## src/rtl/config_chain_loader.sv

```systemverilog
// Bit-serial loader for a PE configuration chain.
// Optional readback verify recirculates the chain and compares the CRCs of the load and readback streams.
module config_chain_loader #(
   parameter int unsigned CHAIN_LEN = 64,
   parameter int unsigned WORD_W    = 32
) (
   input  logic              config_clk,
   input  logic              config_reset,
   input  logic              start,
   input  logic              verify_en,
   input  logic              wd_valid,
   output logic              wd_ready,
   input  logic [WORD_W-1:0] wd_data,
   input  logic              chain_tail,
   output logic              chain_out,
   output logic              chain_shift_en,
   output logic              busy,
   output logic              done,
   output logic              error
);

   localparam int unsigned BW       = $clog2(CHAIN_LEN + 1);
   localparam int unsigned CW       = $clog2(WORD_W + 1);
   localparam logic [15:0] CRC_INIT = 16'hFFFF;
   localparam logic [15:0] CRC_POLY = 16'h1021;

   typedef enum logic [1:0] {S_IDLE, S_LOAD, S_VERIFY, S_DONE} state_t;

   // CRC-16-CCITT, one bit per call
   function automatic logic [15:0] crc_step(input logic [15:0] crc, input logic b);
      crc_step = {crc[14:0], 1'b0} ^ ((crc[15] ^ b) ? CRC_POLY : 16'h0000);
   endfunction

   state_t            state;
   logic [WORD_W-1:0] word_reg;
   logic [CW-1:0]     bit_cnt;
   logic [BW-1:0]     bits_sent;
   logic              verify_q;
   logic [15:0]       crc_load;
   logic [15:0]       crc_ver;
   logic              out_q;

   logic [BW-1:0]     rem_c;
   logic [CW-1:0]     take_c;
   logic [WORD_W-1:0] word_shl_c;
   logic              last_bit_c;
   logic [15:0]       crc_load_nxt_c;
   logic [15:0]       crc_ver_nxt_c;

   assign rem_c          = BW'(CHAIN_LEN) - bits_sent;
   assign take_c         = (32'(rem_c) >= WORD_W) ? CW'(WORD_W) : CW'(rem_c);
   assign word_shl_c     = word_reg << 1;
   assign last_bit_c     = (bits_sent == BW'(CHAIN_LEN - 1));
   assign crc_load_nxt_c = crc_step(crc_load, word_reg[WORD_W-1]);
   assign crc_ver_nxt_c  = crc_step(crc_ver, chain_tail);

   // During verify the tail is fed straight back to the head so the pass is non-destructive
   assign chain_out = (state == S_VERIFY) ? chain_tail : out_q;

   always_ff @(posedge config_clk) begin
      if (!config_reset) begin
         state          <= S_IDLE;
         word_reg       <= '0;
         bit_cnt        <= '0;
         bits_sent      <= '0;
         verify_q       <= 1'b0;
         crc_load       <= CRC_INIT;
         crc_ver        <= CRC_INIT;
         out_q          <= 1'b0;
         wd_ready       <= 1'b0;
         chain_shift_en <= 1'b0;
         busy           <= 1'b0;
         done           <= 1'b0;
         error          <= 1'b0;
      end else begin
         done <= 1'b0;
         case (state)
            S_IDLE: begin
               if (start) begin
                  state          <= S_LOAD;
                  verify_q       <= verify_en;
                  error          <= 1'b0;
                  bits_sent      <= '0;
                  bit_cnt        <= '0;
                  word_reg       <= '0;
                  crc_load       <= CRC_INIT;
                  crc_ver        <= CRC_INIT;
                  out_q          <= 1'b0;
                  chain_shift_en <= 1'b0;
                  wd_ready       <= 1'b1;
                  busy           <= 1'b1;
               end
            end

            S_LOAD: begin
               if (bit_cnt == '0) begin
                  // bubble cycle: wait for the next word
                  if (wd_valid) begin
                     word_reg       <= wd_data;
                     bit_cnt        <= take_c;
                     wd_ready       <= 1'b0;
                     chain_shift_en <= 1'b1;
                     out_q          <= wd_data[WORD_W-1];
                  end
               end else begin
                  crc_load  <= crc_load_nxt_c;
                  word_reg  <= word_shl_c;
                  bit_cnt   <= bit_cnt - CW'(1);
                  bits_sent <= bits_sent + BW'(1);
                  if (last_bit_c) begin
                     bits_sent <= '0;
                     out_q     <= 1'b0;
                     if (verify_q) begin
                        state          <= S_VERIFY;
                        chain_shift_en <= 1'b1;
                     end else begin
                        state          <= S_DONE;
                        chain_shift_en <= 1'b0;
                        busy           <= 1'b0;
                        done           <= 1'b1;
                     end
                  end else if (bit_cnt == CW'(1)) begin
                     chain_shift_en <= 1'b0;
                     out_q          <= 1'b0;
                     wd_ready       <= 1'b1;
                  end else begin
                     out_q <= word_shl_c[WORD_W-1];
                  end
               end
            end

            S_VERIFY: begin
               crc_ver   <= crc_ver_nxt_c;
               bits_sent <= bits_sent + BW'(1);
               if (last_bit_c) begin
                  state          <= S_DONE;
                  chain_shift_en <= 1'b0;
                  busy           <= 1'b0;
                  done           <= 1'b1;
                  error          <= (crc_ver_nxt_c != crc_load);
               end
            end

            S_DONE: begin
               state <= S_IDLE;
            end

            default: begin
               state <= S_IDLE;
            end
         endcase
      end
   end

endmodule
```

## config.mk

```make
export PLATFORM = sky130hd
export DESIGN_NAME = config_chain_loader
export DESIGN_NICKNAME = d
export VERILOG_FILES = /design/src/rtl/config_chain_loader.sv
export SDC_FILE = /design/constraint.sdc
export NUM_CORES = 1
export LEC_CHECK = 0
export ABC_AREA = 0
export CAP_MARGIN = 30
export CORE_MARGIN = 4
export CORE_UTILIZATION = 50
export DETAILED_ROUTE_END_ITERATION = 12
export MAX_ROUTING_LAYER = met4
export PLACE_DENSITY = 0.71
export SLEW_MARGIN = 5
export SYNTH_ARGS = -nofsm -noshare
export SYNTH_HDL_FRONTEND = slang
export SYNTH_SLANG_ARGS = --single-unit
```

## constraint.sdc

```tcl
create_clock -name config_clk -period 4.3 [get_ports config_clk]
set_input_delay 0.645 -clock config_clk [delete_from_list [all_inputs] [get_ports config_clk]]
set_output_delay 0.645 -clock config_clk [all_outputs]
set_load 0.005 [all_outputs]
```

==> flow_summary.toml <==
[floorplanning]
floorplan.die.height_um = 101
io_pins = 44
die-area_um2 = 10200
start_util_pct = 52.0
num_rows = 33
chipWidth_um = 101
floorplan.core_area_um2 = 8300

[global_routing]
grt_start_max_net_pins = 40
grt_util_all_layers_pct = 20.5
antenna_found_initial = 0
grt-ovfl-total = 0
vias_in_the_first_global_route = 3555
first_pass_grt_wire_length_mm = 16.6

[worst_setup_path]
critical_path_peak_fanout = 34
worst_ep_arrival_time_ps = 3140
worstSetupStartpointType = "flip-flop"
regToRegSetupSlack_ps = 1420
setup_crit_end_kind = "flip-flop"
timing.rr.start = "state[1]$_SDFFE_PN0P_"
capture_instance_of_the_worst_register_to_register_path = "word_reg[22]$_SDFFE_PN0P_"
critical_path_required_ps = 4560
ff2ff_path_depth = 8
critical_path_class = "reg2reg"

[detailed_routing]
detailed_router_s_first_iteration_violation_count = 229
route.detailed.wl_per_inst_um = 15.2
vias = 3806
wl_met3_um = 422
drt_drc_violations_left = 0
drt_first_pass_iters = 5
detail_route.wirelength_mm = 10.0
avgViaCountPerCell = 5.78
detailroute.wirelength.met2_mm = 4.93
dr.max_layer_used = "met4"
detail_route.wirelength.met1_mm = 4.59
ant_nets = 0

[cts]
tritoncts.num_buffers = 9
clock_tree.buffer_depth = 2
postCtsResizedCells = 0
cts-htree-levels = 3
tritoncts = "yes"
insertion_delay_ps = 340
clockRootBuffer = "sky130_fd_sc_hd__clkbuf_8"
cts.repair_timing.setup_buffer_count = 0
worst_setup_hold_path_clk_slew_ps = 80
numClockSinks = 86
cts_hold_repair.buffers = 0

[pwr]
cell_internal_pwr_w = 0.00152
power.density_nw_per_um2 = 518
fraction_of_power_consumed_by_the_clock_network_pct = 20.9
leakage_dissipation_nw = 1.88
p_switching_w = 0.00104
seqPwrFrac_pct = 35.8
share_comb_of_total_power_pct = 43.3
worst_ir_drop_vdd_uv = 269
power.switching_fraction_pct = 40.7

[placement]
dp_slack_ps = 1260
detailedPlacementHpwl_mm = 6.92
port-buffer-count = 43
place.gp.congestion = 0.839

[sta]
period_share_pct = 67.0
finalSetupViolCount = 0
worst_slack_ps = 1420
max_clock_freq_mhz = 347
timing.final.hold_violations = 0
rsz0062_at_grt = "false"
skew_ps = 9.83
timing_worst_slew_pin_value_ps = 910
slew_violations = 0
timing.setup.tns_ps = 0
period_needed_ps = 2880
timing.slew.headroom_pct = 39.2

[yosys]
synth_async_sr_flop_share_pct = 0
syn-num-nets = 573
post_synth.cell_area_avg_um2 = 8.19
seq_area_frac_synth_pct = 39.9
synth.cell_area_um2 = 4320
post_synth_inst_count = 527
postSynth.topFlopCell = "sky130_fd_sc_hd__dfxtp_1"
synth_largest_area_cell = "sky130_fd_sc_hd__dfxtp_1"
synth_edf_count = 0
yosys_warning_total = 0
post_synth_most_frequent_cells = "sky130_fd_sc_hd__nand2_1, sky130_fd_sc_hd__dfxtp_1, sky130_fd_sc_hd__o21ai_0, sky130_fd_sc_hd__a21oi_1, sky130_fd_sc_hd__clkbuf_1"
ys_types = 58
yosysMostFrequentCell = "sky130_fd_sc_hd__nand2_1"
synth_top_area_share_pct = 39.9
post_synth_main_area_contributors = "sky130_fd_sc_hd__dfxtp_1, sky130_fd_sc_hd__nand2_1, sky130_fd_sc_hd__o21ai_0, sky130_fd_sc_hd__a21oi_1, sky130_fd_sc_hd__and3_1"
synth-seq-cells = 86

[finish]
finalNetCount = 595
final_core_area_utilization_pct = 59.6
max_ffs_per_register = 32
area_growth_syn_to_layout_pct = 14.6
final_layout_size_suffix_gt1_share_pct = 5.24
antenna_cells_inserted = 0

[worst_hold_path]
worst_hold_startpoint = "word_reg[15]$_SDFFE_PN0P_"
min_to = "word_reg[15]$_SDFFE_PN0P_"
min_path_type = "reg2reg"
worstHoldPathCells = 2

[outcome]
run_status = "complete, no violations"

[flow_run]
drv_cap = 0
cells in the final DEF, fill, tap and decap left out, types with 10 or more instances in the layout:
cell type / count
sky130_fd_sc_hd__nand2_1: 87
sky130_fd_sc_hd__dfxtp_1: 86
sky130_fd_sc_hd__o21ai_0: 55
sky130_fd_sc_hd__clkdlybuf4s50_1: 42
sky130_fd_sc_hd__a21oi_1: 30
sky130_fd_sc_hd__and3_1: 24
sky130_fd_sc_hd__o22ai_1: 16
sky130_fd_sc_hd__xor2_1: 14
sky130_fd_sc_hd__nand3b_1: 13
sky130_fd_sc_hd__nor2_1: 13
sky130_fd_sc_hd__nand3_1: 12
sky130_fd_sc_hd__and2_1: 12
sky130_fd_sc_hd__mux2i_1: 12
sky130_fd_sc_hd__xnor2_1: 11
sky130_fd_sc_hd__inv_1: 10
cell families (layout without fill, tap and decap cells):
| logic type | Yosys count | after routing | synth area share (%) |
|---|---|---|---|
| compound gates | 151 | 151 | 21.0 |
| xor+xnor | 25 | 25 | 5.07 |
| fa+ha+maj | 8 | 8 | 2.32 |
| buf+inv | 48 | 74 | 4.70 |
| flops | 86 | 86 | 39.9 |
| mux | 14 | 14 | 3.36 |
| simple gates | 195 | 195 | 23.7 |
final cells by class:
class | count | area (um2)
repair buffers | 49 | 474
clock buffers | 12 | 135
multi-input cells | 393 | 2400
well taps | 105 | 131
fillers | 779 | 3350
flip-flops and latches | 86 | 1720
clock inverters | 3 | 46.3
inverters | 10 | 37.5
worst max path at each step:
stage	from	endpoint	cells after the start	slack [ps]
5_1_grt	state[1]$_SDFFE_PN0P_	word_reg[7]$_SDFFE_PN0P_	8	1230
3_3_place_gp	start	word_reg[23]$_SDFFE_PN0P_	6	1300
3_5_place_dp	start	word_reg[11]$_SDFFE_PN0P_	6	1260
4_1_cts	state[1]$_SDFFE_PN0P_	word_reg[1]$_SDFFE_PN0P_	8	1480
6_report	state[1]$_SDFFE_PN0P_	word_reg[22]$_SDFFE_PN0P_	8	1420
2_1_floorplan	state[0]$_SDFFE_PN0P_	bit_cnt[5]$_SDFFE_PN0P_	9	2370
through the flow:
stage	instance area, um2	hold slack [ps]	total power [W]	instances
final	4940	458	0.00256	658
after global routing	4940	471	0.00273	658
after CTS	4940	460	0.00257	658
after detailed placement	4760	443	0.00203	643
after global placement	4740	433	0.00200	641
after floorplan	4320	422	0.00177	527
power by group through the flow:
| stage | combinational (W) | clock (W) | sequential (W) |
|---|---|---|---|
| after CTS | 0.00110 | 0.000551 | 0.000917 |
| final | 0.00111 | 0.000536 | 0.000917 |
| after floorplan | 0.000852 | 0 | 0.000922 |
| after detailed placement | 0.00110 | 0 | 0.000936 |
| after global placement | 0.00106 | 0 | 0.000933 |
| after global routing | 0.00123 | 0.000577 | 0.000926 |
critical path: stages (launching register included):
cell                      delay (ps)
sky130_fd_sc_hd__dfxtp_1         380
sky130_fd_sc_hd__inv_1            90
sky130_fd_sc_hd__ha_1            180
sky130_fd_sc_hd__buf_4           240
sky130_fd_sc_hd__mux2i_2         510
sky130_fd_sc_hd__a21o_1          400
sky130_fd_sc_hd__and2_1          750
sky130_fd_sc_hd__nand2_1         120
sky130_fd_sc_hd__o21ai_1         110
per-layer routing:
layer  up-vias  GRT usage [%]
met5         -              -
met4         0           4.81
met2        92           34.0
met1      1786           25.7
met3        11           4.01
li1       1917              -
Power figures use the tool's default switching activity.
